## src/rtl/rtc_alarm_if.sv

```systemverilog
// Signal bundle between the RTC alarm unit and its host: config bus,
// current time from the time counter, user controls, status and readback.
interface rtc_alarm_if #(
  parameter int MAX_SNOOZE = 3
) ();
  localparam int SCW = $clog2(MAX_SNOOZE + 1);

  logic           arm_i;
  logic           cfg_we_i;
  logic [5:0]     cfg_sec_i;
  logic [5:0]     cfg_min_i;
  logic [5:0]     cfg_hour_i;
  logic [1:0]     cfg_mode_i;
  logic [2:0]     cfg_dow_i;
  logic [3:0]     cfg_mask_i;
  logic           snooze_i;
  logic           stop_i;
  logic [5:0]     cur_sec_i;
  logic [5:0]     cur_min_i;
  logic [5:0]     cur_hour_i;
  logic [1:0]     cur_mode_i;
  logic [2:0]     cur_dow_i;

  logic           alarm_o;
  logic [1:0]     state_o;
  logic [SCW-1:0] snooze_cnt_o;
  logic           missed_o;
  logic           cfg_err_o;
  logic [5:0]     al_sec_o;
  logic [5:0]     al_min_o;
  logic [5:0]     al_hour_o;
  logic [1:0]     al_mode_o;
  logic [2:0]     al_dow_o;
  logic [3:0]     al_mask_o;

  modport master (
    output arm_i, cfg_we_i, cfg_sec_i, cfg_min_i, cfg_hour_i, cfg_mode_i,
           cfg_dow_i, cfg_mask_i, snooze_i, stop_i,
           cur_sec_i, cur_min_i, cur_hour_i, cur_mode_i, cur_dow_i,
    input  alarm_o, state_o, snooze_cnt_o, missed_o, cfg_err_o,
           al_sec_o, al_min_o, al_hour_o, al_mode_o, al_dow_o, al_mask_o
  );

  modport slave (
    input  arm_i, cfg_we_i, cfg_sec_i, cfg_min_i, cfg_hour_i, cfg_mode_i,
           cfg_dow_i, cfg_mask_i, snooze_i, stop_i,
           cur_sec_i, cur_min_i, cur_hour_i, cur_mode_i, cur_dow_i,
    output alarm_o, state_o, snooze_cnt_o, missed_o, cfg_err_o,
           al_sec_o, al_min_o, al_hour_o, al_mode_o, al_dow_o, al_mask_o
  );
endinterface

```

## src/rtl/rtc_alarm.sv

```systemverilog
// RTC alarm unit: programmable alarm time/mask, match-edge detection and a
// ring/snooze state machine on the 1 Hz time base.
module rtc_alarm #(
  parameter int RING_SECONDS   = 60,
  parameter int SNOOZE_SECONDS = 300,
  parameter int MAX_SNOOZE     = 3
) (
  input logic        clk_1Hz_i,
  input logic        rstn_i,
  rtc_alarm_if.slave bus
);
  localparam int SCW  = $clog2(MAX_SNOOZE + 1);
  localparam int TMAX = (RING_SECONDS > SNOOZE_SECONDS) ? RING_SECONDS : SNOOZE_SECONDS;
  localparam int TW   = (TMAX > 1) ? $clog2(TMAX) : 1;

  localparam logic [1:0] ST_IDLE   = 2'd0;
  localparam logic [1:0] ST_ARMED  = 2'd1;
  localparam logic [1:0] ST_RING   = 2'd2;
  localparam logic [1:0] ST_SNOOZE = 2'd3;

  localparam logic [TW-1:0]  RING_LOAD   = TW'(RING_SECONDS - 1);
  localparam logic [TW-1:0]  SNOOZE_LOAD = TW'(SNOOZE_SECONDS - 1);
  localparam logic [SCW-1:0] SNOOZE_MAX  = SCW'(MAX_SNOOZE);

  // Both sides compare in 24-hour form; 12 AM maps to hour 0.
  function automatic logic [5:0] to_h24(input logic [5:0] h, input logic [1:0] mode);
    logic [5:0] r;
    if (mode[0])
      r = ((h == 6'd12) ? 6'd0 : h) + (mode[1] ? 6'd12 : 6'd0);
    else
      r = h;
    return r;
  endfunction

  function automatic logic cfg_ok(input logic [5:0] s, input logic [5:0] m,
                                  input logic [5:0] h, input logic [1:0] mode,
                                  input logic [2:0] dow);
    logic h_ok;
    h_ok = mode[0] ? (h >= 6'd1 && h <= 6'd12) : (h <= 6'd23);
    return (s <= 6'd59) && (m <= 6'd59) && h_ok && (dow != 3'd0);
  endfunction

  logic [1:0]     state, state_nx;
  logic [TW-1:0]  timer, timer_nx;
  logic [SCW-1:0] snooze_cnt, cnt_nx;
  logic           match, match_q, match_rise;
  logic           missed, missed_nx;
  logic           cfg_err;
  logic           cfg_valid, cfg_take;
  logic [5:0]     al_sec, al_min, al_hour;
  logic [1:0]     al_mode;
  logic [2:0]     al_dow;
  logic [3:0]     al_mask;

  assign cfg_valid = cfg_ok(bus.cfg_sec_i, bus.cfg_min_i, bus.cfg_hour_i,
                            bus.cfg_mode_i, bus.cfg_dow_i);
  assign cfg_take  = bus.arm_i && bus.cfg_we_i && cfg_valid;

  assign match = (al_mask != 4'd0)
              && (!al_mask[0] || bus.cur_sec_i == al_sec)
              && (!al_mask[1] || bus.cur_min_i == al_min)
              && (!al_mask[2] || to_h24(bus.cur_hour_i, bus.cur_mode_i) == to_h24(al_hour, al_mode))
              && (!al_mask[3] || bus.cur_dow_i == al_dow);
  assign match_rise = match && !match_q;

  always_comb begin
    state_nx  = state;
    timer_nx  = timer;
    cnt_nx    = snooze_cnt;
    missed_nx = 1'b0;
    if (!bus.arm_i) begin
      state_nx = ST_IDLE;
      timer_nx = '0;
      cnt_nx   = '0;
    end else if (cfg_take) begin
      state_nx = ST_ARMED;
      cnt_nx   = '0;
    end else begin
      case (state)
        ST_IDLE: state_nx = ST_ARMED;
        ST_ARMED: begin
          if (match_rise) begin
            state_nx = ST_RING;
            timer_nx = RING_LOAD;
          end
        end
        ST_RING: begin
          if (bus.stop_i) begin
            state_nx = ST_ARMED;
            cnt_nx   = '0;
          end else if (bus.snooze_i && snooze_cnt < SNOOZE_MAX) begin
            state_nx = ST_SNOOZE;
            timer_nx = SNOOZE_LOAD;
            cnt_nx   = snooze_cnt + SCW'(1);
          end else if (timer == '0) begin
            state_nx  = ST_ARMED;
            cnt_nx    = '0;
            missed_nx = 1'b1;
          end else begin
            timer_nx = timer - TW'(1);
          end
        end
        default: begin
          if (bus.stop_i) begin
            state_nx = ST_ARMED;
            cnt_nx   = '0;
          end else if (timer == '0) begin
            state_nx = ST_RING;
            timer_nx = RING_LOAD;
          end else begin
            timer_nx = timer - TW'(1);
          end
        end
      endcase
    end
  end

  // State / timer / status register stage
  always_ff @(posedge clk_1Hz_i or negedge rstn_i) begin
    if (!rstn_i) begin
      state      <= ST_IDLE;
      timer      <= '0;
      snooze_cnt <= '0;
      match_q    <= 1'b0;
      missed     <= 1'b0;
      cfg_err    <= 1'b0;
    end else begin
      state      <= state_nx;
      timer      <= timer_nx;
      snooze_cnt <= cnt_nx;
      match_q    <= match;
      missed     <= missed_nx;
      cfg_err    <= bus.cfg_we_i && !cfg_valid;
    end
  end

  // Latched alarm configuration; the PM bit is meaningless in 24-hour form
  always_ff @(posedge clk_1Hz_i or negedge rstn_i) begin
    if (!rstn_i) begin
      al_sec  <= 6'd0;
      al_min  <= 6'd0;
      al_hour <= 6'd0;
      al_mode <= 2'b00;
      al_dow  <= 3'd1;
      al_mask <= 4'b0111;
    end else if (cfg_take) begin
      al_sec  <= bus.cfg_sec_i;
      al_min  <= bus.cfg_min_i;
      al_hour <= bus.cfg_hour_i;
      al_mode <= {bus.cfg_mode_i[1] & bus.cfg_mode_i[0], bus.cfg_mode_i[0]};
      al_dow  <= bus.cfg_dow_i;
      al_mask <= bus.cfg_mask_i;
    end
  end

  assign bus.alarm_o      = (state == ST_RING);
  assign bus.state_o      = state;
  assign bus.snooze_cnt_o = snooze_cnt;
  assign bus.missed_o     = missed;
  assign bus.cfg_err_o    = cfg_err;
  assign bus.al_sec_o     = al_sec;
  assign bus.al_min_o     = al_min;
  assign bus.al_hour_o    = al_hour;
  assign bus.al_mode_o    = al_mode;
  assign bus.al_dow_o     = al_dow;
  assign bus.al_mask_o    = al_mask;
endmodule

```

## src/flat_wrapper.sv

```systemverilog
// flat-port wrapper written by rule: the top's interface ports become plain ports
module rtc_alarm_flat 
#(
  parameter int RING_SECONDS   = 60,
  parameter int SNOOZE_SECONDS = 300,
  parameter int MAX_SNOOZE     = 3
)
  (clk_1Hz_i, rstn_i, bus_arm_i, bus_cfg_we_i, bus_cfg_sec_i, bus_cfg_min_i, bus_cfg_hour_i, bus_cfg_mode_i, bus_cfg_dow_i, bus_cfg_mask_i, bus_snooze_i, bus_stop_i, bus_cur_sec_i, bus_cur_min_i, bus_cur_hour_i, bus_cur_mode_i, bus_cur_dow_i, bus_alarm_o, bus_state_o, bus_snooze_cnt_o, bus_missed_o, bus_cfg_err_o, bus_al_sec_o, bus_al_min_o, bus_al_hour_o, bus_al_mode_o, bus_al_dow_o, bus_al_mask_o);
  rtc_alarm_if #(.MAX_SNOOZE(MAX_SNOOZE)) bus_i ();
  input logic clk_1Hz_i;
  input logic rstn_i;
  input wire logic [$bits(bus_i.arm_i)-1:0] bus_arm_i;
  input wire logic [$bits(bus_i.cfg_we_i)-1:0] bus_cfg_we_i;
  input wire logic [$bits(bus_i.cfg_sec_i)-1:0] bus_cfg_sec_i;
  input wire logic [$bits(bus_i.cfg_min_i)-1:0] bus_cfg_min_i;
  input wire logic [$bits(bus_i.cfg_hour_i)-1:0] bus_cfg_hour_i;
  input wire logic [$bits(bus_i.cfg_mode_i)-1:0] bus_cfg_mode_i;
  input wire logic [$bits(bus_i.cfg_dow_i)-1:0] bus_cfg_dow_i;
  input wire logic [$bits(bus_i.cfg_mask_i)-1:0] bus_cfg_mask_i;
  input wire logic [$bits(bus_i.snooze_i)-1:0] bus_snooze_i;
  input wire logic [$bits(bus_i.stop_i)-1:0] bus_stop_i;
  input wire logic [$bits(bus_i.cur_sec_i)-1:0] bus_cur_sec_i;
  input wire logic [$bits(bus_i.cur_min_i)-1:0] bus_cur_min_i;
  input wire logic [$bits(bus_i.cur_hour_i)-1:0] bus_cur_hour_i;
  input wire logic [$bits(bus_i.cur_mode_i)-1:0] bus_cur_mode_i;
  input wire logic [$bits(bus_i.cur_dow_i)-1:0] bus_cur_dow_i;
  output wire logic [$bits(bus_i.alarm_o)-1:0] bus_alarm_o;
  output wire logic [$bits(bus_i.state_o)-1:0] bus_state_o;
  output wire logic [$bits(bus_i.snooze_cnt_o)-1:0] bus_snooze_cnt_o;
  output wire logic [$bits(bus_i.missed_o)-1:0] bus_missed_o;
  output wire logic [$bits(bus_i.cfg_err_o)-1:0] bus_cfg_err_o;
  output wire logic [$bits(bus_i.al_sec_o)-1:0] bus_al_sec_o;
  output wire logic [$bits(bus_i.al_min_o)-1:0] bus_al_min_o;
  output wire logic [$bits(bus_i.al_hour_o)-1:0] bus_al_hour_o;
  output wire logic [$bits(bus_i.al_mode_o)-1:0] bus_al_mode_o;
  output wire logic [$bits(bus_i.al_dow_o)-1:0] bus_al_dow_o;
  output wire logic [$bits(bus_i.al_mask_o)-1:0] bus_al_mask_o;
  assign bus_i.arm_i = bus_arm_i;
  assign bus_i.cfg_we_i = bus_cfg_we_i;
  assign bus_i.cfg_sec_i = bus_cfg_sec_i;
  assign bus_i.cfg_min_i = bus_cfg_min_i;
  assign bus_i.cfg_hour_i = bus_cfg_hour_i;
  assign bus_i.cfg_mode_i = bus_cfg_mode_i;
  assign bus_i.cfg_dow_i = bus_cfg_dow_i;
  assign bus_i.cfg_mask_i = bus_cfg_mask_i;
  assign bus_i.snooze_i = bus_snooze_i;
  assign bus_i.stop_i = bus_stop_i;
  assign bus_i.cur_sec_i = bus_cur_sec_i;
  assign bus_i.cur_min_i = bus_cur_min_i;
  assign bus_i.cur_hour_i = bus_cur_hour_i;
  assign bus_i.cur_mode_i = bus_cur_mode_i;
  assign bus_i.cur_dow_i = bus_cur_dow_i;
  assign bus_alarm_o = bus_i.alarm_o;
  assign bus_state_o = bus_i.state_o;
  assign bus_snooze_cnt_o = bus_i.snooze_cnt_o;
  assign bus_missed_o = bus_i.missed_o;
  assign bus_cfg_err_o = bus_i.cfg_err_o;
  assign bus_al_sec_o = bus_i.al_sec_o;
  assign bus_al_min_o = bus_i.al_min_o;
  assign bus_al_hour_o = bus_i.al_hour_o;
  assign bus_al_mode_o = bus_i.al_mode_o;
  assign bus_al_dow_o = bus_i.al_dow_o;
  assign bus_al_mask_o = bus_i.al_mask_o;
  rtc_alarm #(.RING_SECONDS(RING_SECONDS), .SNOOZE_SECONDS(SNOOZE_SECONDS), .MAX_SNOOZE(MAX_SNOOZE)) u_core (.clk_1Hz_i(clk_1Hz_i), .rstn_i(rstn_i), .bus(bus_i));
endmodule
```

## config.mk

```make
export PLATFORM = sky130hd
export DESIGN_NAME = rtc_alarm_flat
export DESIGN_NICKNAME = d
export VERILOG_FILES = /design/src/rtl/rtc_alarm_if.sv /design/src/rtl/rtc_alarm.sv /design/src/flat_wrapper.sv
export SDC_FILE = /design/constraint.sdc
export NUM_CORES = 1
export LEC_CHECK = 0
export CAP_MARGIN = 5
export CORE_MARGIN = 10
export CORE_UTILIZATION = 46
export DETAILED_ROUTE_END_ITERATION = 8
export GPL_TIMING_DRIVEN = 1
export PLACE_DENSITY = 0.92
export SLEW_MARGIN = 10
export SYNTH_ARGS = -nofsm -noshare
export SYNTH_HDL_FRONTEND = slang
export SYNTH_SLANG_ARGS = --single-unit
export TNS_END_PERCENT = 5
```

## constraint.sdc

```tcl
create_clock -name clk_1Hz_i -period 4.1 [get_ports clk_1Hz_i]
set_input_delay 1.23 -clock clk_1Hz_i [delete_from_list [all_inputs] [get_ports clk_1Hz_i]]
set_output_delay 1.23 -clock clk_1Hz_i [all_outputs]
set_load 0.02 [all_outputs]
```

; ---- After elaboration in Yosys (flattened, before gate mapping)
; Cells that the tools add are included.
; Widths: inputs -> output; s select.
[word_totals]
reg_bits = 43
inputBits = 56
output_inout_bits = 34
elab_cells = 112
[classes]
addsub = 4
order_cmp = 6
n_eq_ne = 20
mux = 38
bitwise = 1
reduce_logical = 31
[op_table]
columns = operator, count
row1 = $mux 9, 8
row2 = $mux 2, 14
row3 = $pmux 9 s3, 1
row4 = $mux 6, 4
row5 = $eq 6x6->1, 3
row6 = $logic_and 1x1->1, 13
row7 = $add 6x6->6, 2
row8 = $eq 6x4->1 const B, 2
row9 = $le 6x6->1 const B, 2
row10 = $logic_not 9->1, 1
row11 = $ne 3x2->1 const B, 3
row12 = $sub 9x1->9 const B, 1
row13 = $mux 4, 2
row14 = $mux 1, 7
row15 = $ne 7x1->1 const B, 1
row16 = $ge 6x1->1 const B, 1
row17 = $le 6x4->1 const B, 1
row18 = $le 6x5->1 const B, 1
row19 = $logic_not 1->1, 6
row20 = $ne 6x3->1 const B, 1
row21 = $pmux 2 s3, 1
row22 = $reduce_and 3->1, 2
row23 = $reduce_and 6->1, 1
row24 = $ne 5x1->1 const B, 1
row25 = 17 further kinds, 21

; ---- Logic depth before layout (Yosys ltp)
[logic_depth]
word_depth = 13
mapped_depth = 12
ltp_nobuf = 11

; ---- Worst setup path after synthesis
; No wires, ideal clock.
[synth_path]
kind = input-to-reg
from = in bus_cur_hour_i[1]
to = reg u_core.timer[0]
setup_time_ps = 133
arrival_time_ps = 3825
required_ps = 3967
slack_ps = 142
path_stages = 12
n_path_buf = 1
path_cell_list = nor4_1 a21boi_0 ha_1 fa_1 mux2i_1 xnor2_1 nand3_1 o41ai_2 a41oi_1 buf_2 o41ai_1 a21oi_1
[synth_between]
elab_chain_len = 11
[synth_lines]
columns = element, line
row1 = start: declaration, flat_wrapper.sv:24  ; input wire logic [$bits(bus_i.cur_hour_i)-1:0] bus_cur_hour_i;
row2 = $eq 6x4->1, rtc_alarm.sv:29  ; r = ((h == 6'd12) ? 6'd0 : h) + (mode[1] ? 6'd12 : 6'd0);
row3 = $mux 6, rtc_alarm.sv:29
row4 = $add 6x6->6, rtc_alarm.sv:29
row5 = $mux 6 *, rtc_alarm.sv:28  ; if (mode[0])
row6 = $eq 6x6->1 *, rtc_alarm.sv:62  ; && (!al_mask[2] || to_h24(bus.cur_hour_i, bus.cur_mode_i) == to_h24(al_hour, al_mode))
row7 = $logic_or 1x1->1 *, rtc_alarm.sv:62
row8 = $logic_and 1x1->1 *, rtc_alarm.sv:62
row9 = $logic_and 1x1->1 *, rtc_alarm.sv:63  ; && (!al_mask[3] || bus.cur_dow_i == al_dow);
row10 = $logic_and 1x1->1 *, rtc_alarm.sv:64  ; assign match_rise = match && !match_q;
row11 = $ne 3x2->1 (no line) *, -
row12 = $reduce_and 6->1 (no line) *, -
row13 = end signal: assignment, rtc_alarm.sv:129  ; timer <= timer_nx;
row14 = end: declaration, rtc_alarm.sv:44  ; logic [TW-1:0] timer, timer_nx;
; Mark *: on every way between the ends. The rest lies on a longest branch, timed or not.
; A chain may end at the register's enable or synchronous reset.

; ---- Worst setup path after layout
[layout_path]
from = in bus_cur_hour_i[4]
to = reg u_core.timer[4]
; The elaborated chain is that of the path after synthesis.

==> run summary <==
FF+latch count, synth - 43
Area share of and/or/nand/nor cells after synthesis - 15.2%
Global-route total usage across every layer - 17.0%
Placeable core region - 5570 um2
Post-synthesis instance area - 2680 um2
Area post-placement - 3720 um2
Number of antenna violations at the first check in global routing - 0
Tightest slew margin relative to the limit - 34.2%
Wirelength per Cell - 18.9 um
Fin nets - 432
Number of sinks on the clock net - 43
Relative contribution of sequential cells to total power - 29.1%
Leading cell types by total area after synthesis - sky130_fd_sc_hd__dfrtp_1 36%, sky130_fd_sc_hd__mux2_2 8.0%, sky130_fd_sc_hd__xnor2_1 5.2%, sky130_fd_sc_hd__ha_1 4.7%, sky130_fd_sc_hd__dfstp_2 3.9%
Startpoint types - primary input
Total count of max-transition violations in the final report - 0
Leading cell type in the layout, fill and taps excluded - sky130_fd_sc_hd__clkdlybuf4s50_1
Maximum resistive drop on vdd - 0.352 mV
Adder-cell area share of the yosys netlist - 6.17%
Routability congestion estimate - 0.908
Combinational group share of total power - 56.1%
Sequential fraction of the synthesis area - 40.4%
Final core utilization - 72.4%
Largest buffer count on any clock path - 2
Setup-failing EPs final - 0
Overall via count from detail_route - 2502
Fraction of final layout cells with drive strength greater than 1 - 20.0%
Xor-xnor portion of the synthesized cell area - 8.70%
Synth Flop Type - sky130_fd_sc_hd__dfrtp_1
Pleak - 1.65 nW
Routing layer with the top usage in global route - met2
Complex-gate fraction of the synthesized area - 14.2%
Count of different cell masters after synthesis - 50
Count of mapped cells out of synthesis - 260
Overflow left after global routing - 0
Post-route setup TNS - 0 ns
Length of the first detailed-routing pass in iterations - 4
Post-synth ARST share - 100%
Share of the clock period used by the worst path after layout - 97.9%
Leading area contributor after synthesis - sky130_fd_sc_hd__dfrtp_1
Maximum clock frequency - 249 MHz
I/O Pins - 90
GR Util met3 - 6.30%
DRC violations left - 0
Mux contribution to synthesized area - 12.4%
Run status - complete, no violations
Classification of the worst setup path - primary input to register
DRT Wirelength - 8280 um
R2R depth - 12
Final std cell area, no fill - 4040 um2
Die span in y - 96.3 um
Via density - 5.73
Count of H-tree levels built during CTS - 2
Ratio of total power to cell area - 588 nW/um2
Global-route wire length before repair - 12600 um
Number of buffers added by the clock tree synthesis step - 5
Register-to-register setup slack - 0.54 ns
ANT cells - 0
Grt met1 use - 19.6%
Largest net degree at the start of global routing - 44
Later-pin clock latency in the skew report - 0.30 ns
Tmin final - 4.01 ns
Floorplan die area - 9270 um2
Hold violation count in the final report - 0
Largest fanout of any net on the critical path - 5
EDFF count, synth - 0
Class of the most critical hold timing path - register to register
Met2 Usage GRT - 28.9%
Fraction of post-synthesis cell area in the top cell type by area - 36.5%
Count of warnings emitted by yosys - 0
Required time worst endpoint - 4.34 ns
Transition at the pin with the smallest max-transition slack - 0.987 ns
Worst path setup slack after routing - 0.0859 ns
Via count of the first global-routing pass - 2569
Switching power as a share of total power - 44.1%
Initial core utilization - 48.0%
Worst slack at placement - -0.614 ns
CTS clock-pin slew for the worst setup and hold paths - 0.09 ns
Design internal power - 1.33 mW
Leading cell types in the layout, fill and taps excluded - 82 x sky130_fd_sc_hd__clkdlybuf4s50_1, 39 x sky130_fd_sc_hd__dfrtp_1, 19 x sky130_fd_sc_hd__mux2_2, 18 x sky130_fd_sc_hd__nor2_1, 16 x sky130_fd_sc_hd__xnor2_1
Clock network fraction of design power - 14.9%
Synth Area per Inst - 10.3 um2
Port-buffer cells - 89
Hold Path Depth - 1
Reported net switching power - 1.04 mW
Row cnt - 27
Count of antenna-violating nets left after detailed routing - 0
Area growth syn-to-layout - 50.8%
Maximum capacitance violations - 0
Clock tree skew after final layout - 0.00924 ns
Main combinational cell family by area after synthesis - simple AND/OR/NAND/NOR gates
RSZ-0062 raised after global routing - yes
Clock root buffer master - sky130_fd_sc_hd__clkbuf_8
Critical Path AT - 4.25 ns
Post-detailed-placement half-perimeter wirelength - 6180 um
Die boundary width - 96.3 um
Clock tree from TritonCTS - built
Endpoint class of the critical path - register
Number of buffers inserted for hold repair after clock tree synthesis - 0
Iter 0 DRT Violations - 170
Final worst hold slack - 0.546 ns
Syn Nets - 328
[critical path, stage by stage]
cell                       delay (ns)
sky130_fd_sc_hd__clkbuf_2        0.11
sky130_fd_sc_hd__nor4_4          0.35
sky130_fd_sc_hd__a21boi_2        0.10
sky130_fd_sc_hd__ha_2            0.19
sky130_fd_sc_hd__fa_1            0.43
sky130_fd_sc_hd__mux2i_1         0.18
sky130_fd_sc_hd__xnor2_1         0.14
sky130_fd_sc_hd__nand3_1         0.13
sky130_fd_sc_hd__o41ai_4         0.41
sky130_fd_sc_hd__a41oi_2         0.20
sky130_fd_sc_hd__buf_4           0.20
sky130_fd_sc_hd__or4b_1          0.51
sky130_fd_sc_hd__nand3_1         0.09
[cell families (layout without fill, tap and decap cells)]
| group | Yosys count | after routing |
|---|---|---|
| compound gates | 52 | 52 |
| xor+xnor | 25 | 25 |
| fa+ha+maj | 12 | 12 |
| buf+inv | 20 | 125 |
| flops | 43 | 43 |
| mux | 30 | 30 |
| simple gates | 78 | 78 |
[worst paths after layout]
check | to | startpoint
max | u_core.timer[4] | bus_cur_hour_i[4]
min | u_core.bus.al_sec_o[1] | u_core.bus.al_sec_o[1]
max reg2reg | u_core.timer[4] | u_core.bus.al_hour_o[1]
min reg2reg | u_core.bus.al_sec_o[1] | u_core.bus.al_sec_o[1]
max in group asynchronous | u_core.bus.al_sec_o[2] | rstn_i
min in group asynchronous | u_core.timer[5] | rstn_i
[metrics by stage]
stage               instances  power, mW
CTS                       435       2.25
global placement          424       1.82
floorplan                 260       1.42
global route              437       2.52
detailed placement        424       1.87
finish                    437       2.37
[metal layers]
metal | share of wire (%) | routed length [um]
met2 | 50 | 4110
met4 | 1.1 | 95
met3 | 9.8 | 809
met1 | 39 | 3260
met5 | 0 | 0
[cell usage after synthesis, types with 2 or more instances]
library cell               instances
sky130_fd_sc_hd__a221o_1           2
sky130_fd_sc_hd__o31a_1            2
sky130_fd_sc_hd__a21oi_1          10
sky130_fd_sc_hd__or2_1             2
sky130_fd_sc_hd__mux2_1            6
sky130_fd_sc_hd__o31ai_1           4
sky130_fd_sc_hd__and2_1            2
sky130_fd_sc_hd__or3_1             3
sky130_fd_sc_hd__nor3_1            4
sky130_fd_sc_hd__o311ai_1          6
sky130_fd_sc_hd__nand3_1          10
sky130_fd_sc_hd__mux2i_1           5
sky130_fd_sc_hd__o211ai_1          4
sky130_fd_sc_hd__fa_1              2
sky130_fd_sc_hd__inv_1            10
sky130_fd_sc_hd__nand2b_1          5
sky130_fd_sc_hd__xnor2_1          16
sky130_fd_sc_hd__nor2b_1           2
sky130_fd_sc_hd__nand2_1          14
sky130_fd_sc_hd__clkbuf_1          8
sky130_fd_sc_hd__dfstp_2           4
sky130_fd_sc_hd__ha_1             10
sky130_fd_sc_hd__buf_2             2
sky130_fd_sc_hd__a21boi_0          4
sky130_fd_sc_hd__mux2_2           19
sky130_fd_sc_hd__o41ai_1           2
sky130_fd_sc_hd__and3_1            2
sky130_fd_sc_hd__o21ai_0           5
sky130_fd_sc_hd__xor2_1            8
sky130_fd_sc_hd__nand4_1           2
sky130_fd_sc_hd__a31oi_1           4
sky130_fd_sc_hd__dfrtp_1          39
sky130_fd_sc_hd__nor2_1           18
sky130_fd_sc_hd__nor4_1            8
[power by group through the flow]
stage	Combinational (mW)	Sequential, mW	Clock (mW)
2_1_floorplan	0.668	0.750	0
3_3_place_gp	1.15	0.678	0
3_5_place_dp	1.19	0.682	0
4_1_cts	1.21	0.677	0.357
5_1_grt	1.44	0.708	0.376
6_report	1.33	0.690	0.352
[cell type report]
class	instances	area, um2
clock inverters	2	35.0
inverters	10	37.5
multi-input cells	197	1690
fillers	443	1540
clock buffers	6	82.6
repair buffers	107	1020
well taps	72	90.1
flip-flops and latches	43	1080
[state kept, by name, summed over array words and instances, names as in the netlist, 2 cells and up]
register,cells
u_core.bus.al_sec_o,6
u_core.bus.al_min_o,6
u_core.bus.snooze_cnt_o,2
u_core.bus.state_o,2
u_core.bus.al_mode_o,2
u_core.bus.al_hour_o,6
u_core.timer,9
u_core.bus.al_mask_o,4
u_core.bus.al_dow_o,3
[timing repair]
action                                  4_1_cts  5_1_grt
endpoints found under the setup margin       11       11
buffers inserted                              2        2
pin swaps                                     7       12
cloned                                        1        0
resized for setup                            10       30
endpoints found under the hold margin         0        0
Power figures use the tool's default switching activity.
==> edit: new RTL, same flow settings <==
`SNOOZE_SECONDS` is set to 300 in 2 places; all go to 150.
--- a/src/rtl/rtc_alarm.sv
+++ b/src/rtl/rtc_alarm.sv
@@ -2,7 +2,7 @@
 // ring/snooze state machine on the 1 Hz time base.
 module rtc_alarm #(
   parameter int RING_SECONDS   = 60,
-  parameter int SNOOZE_SECONDS = 300,
+  parameter int SNOOZE_SECONDS = 150,
   parameter int MAX_SNOOZE     = 3
 ) (
   input logic        clk_1Hz_i,
--- a/src/flat_wrapper.sv
+++ b/src/flat_wrapper.sv
@@ -2,7 +2,7 @@
 module rtc_alarm_flat 
 #(
   parameter int RING_SECONDS   = 60,
-  parameter int SNOOZE_SECONDS = 300,
+  parameter int SNOOZE_SECONDS = 150,
   parameter int MAX_SNOOZE     = 3
 )
   (clk_1Hz_i, rstn_i, bus_arm_i, bus_cfg_we_i, bus_cfg_sec_i, bus_cfg_min_i, bus_cfg_hour_i, bus_cfg_mode_i, bus_cfg_dow_i, bus_cfg_mask_i, bus_snooze_i, bus_stop_i, bus_cur_sec_i, bus_cur_min_i, bus_cur_hour_i, bus_cur_mode_i, bus_cur_dow_i, bus_alarm_o, bus_state_o, bus_snooze_cnt_o, bus_missed_o, bus_cfg_err_o, bus_al_sec_o, bus_al_min_o, bus_al_hour_o, bus_al_mode_o, bus_al_dow_o, bus_al_mask_o);
Behaviour: same outputs for any inputs over 10 cycles, from zero or initial values and one cycle with rstn_i low; that may be too few to reach the edited logic, so the function may still have changed.
==> edit against the original RTL <==
Via count decreased by 0.28%; critical path depth decreased by 2; worst setup slack improved by 0.059 ns; design area decreased by 6.4%; area after synthesis decreased by 1.3%; routed wire length decreased by 6.4%; sequential cell count decreased by 1; total power decreased by 9.5%; largest power group unchanged.
==> edit: results (changes against the original RTL) <==
| Metric | Value |
|---|---|
| Reg2Reg Setup Slack | 0.96 ns (+0.42 ns) |
| Capture point of the worst reg-to-reg path | u_core.timer[2]$_DFFE_PN0P_ |
| Max FFs per register | 8 (-1) |
| Post-synth top cells | nand2_1 (95), dfrtp_1 (38), xnor2_1 (15), inv_1 (14) |
| Run status | finished, final reports clean |
| Largest net degree at the start of global routing | 43 (-2.3%) |
| CP max stage cell | clkdlybuf4s50_1 |
| Syn nets | 370 (+13%) |
| Drt wl/cell | 16.4 um (-13%) |
| Wire length on met3 | 537 um (-34%) |
| Synth unique cells | 54 (+8.0%) |
| Most common cell after layout, fill and taps aside | nand2_1 |
| First-pass GRT wire length | 12.7 mm (+1.0%) |
| GRT Total Usage | 17.5% (+0.49 points) |
| RePlAce Congestion | 0.874 (-3.8%) |
| Via count | 2,495 (-0.28%) |
| Hold Path Origin | u_core.bus.al_dow_o[0]$_DFFE_PN1P_ |
| Dpl ws | -0.270 ns (+0.344 ns) |
| P_int | 0.00123 W (-7.1%) |
| Max Fanout on Critical Path | 6 (+1) |
| M1 GR Usage | 19.0% (-0.66 points) |
| DR pass1 iterations | 6 (+2) |
| M1 WL | 3.11 mm (-4.6%) |
| Maximum VDD drop | 381 uV (+8.1%) |
| Met2 WL | 4.02 mm (-2.4%) |
| Vias in the first global route | 2,623 (+2.1%) |
| Biggest cell delay along the critical path | 0.44 ns (-0.07 ns) |
| CP endpoint | u_core.bus.state_o[0]$_DFFE_PN0P_ |
| Top cells by area, synth | dfrtp_1 (36%), nand2_1 (14%), ha_1 (5.2%), xnor2_1 (5.0%), dfstp_2 (4.0%) |
| Crit-path leading delay family | compound AO/OA/AOI/OAI gates |
| Worst slew margin | 38.3% (+4.1 points) |
| Met3 usage | 5.37% (-0.93 points) |
| Lkg Pwr | 1.69 nW (+2.6%) |
| Seq group | 0.000641 W (-7.1%) |
| Register area share after synthesis | 40.0% (-0.41 points) |
| Synth Area in XOR/XNOR | 9.47% (+0.78 points) |
| HPWL after DPL | 6.16 mm (-0.18%) |
| Worst setup startpoint | bus_cur_hour_i[1] |
| Hold Path End | u_core.bus.al_dow_o[0]$_DFFE_PN1P_ |
| R2r worst-path depth | 11 (-1) |
[edit: cell type report]
class                   count  area (um2)  share of cell area (%)
clock buffers               8         110                    2.92
multi-input cells         234        1500                    39.6
inverters                  15        56.3                    1.49
flip-flops and latches     42        1060                    28.0
repair buffers            100         968                    25.6
well taps                  72        90.1                    2.39
[edit: timing repair]
| item | in CTS | in global routing |
|---|---|---|
| endpoints found under the setup margin | 0 | 10 |
| resized for setup | 0 | 3 |
| buffers inserted | 0 | 0 |
| hold buffers | 0 | 0 |
[edit: stage by stage]
| stage | utilization, % | hold WS (ns) | instances | TNS (ns) |
|---|---|---|---|---|
| finish | 68.2 | 0.480 | 471 | 0 |
| floorplan | - | 0.468 | 301 | 0 |
| global placement | 65.9 | 0.464 | 463 | -0.591 |
| detailed placement | 65.9 | 0.469 | 463 | -2.26 |
| global route | 68.2 | 0.500 | 471 | 0 |
| CTS | 67.9 | 0.480 | 471 | 0 |
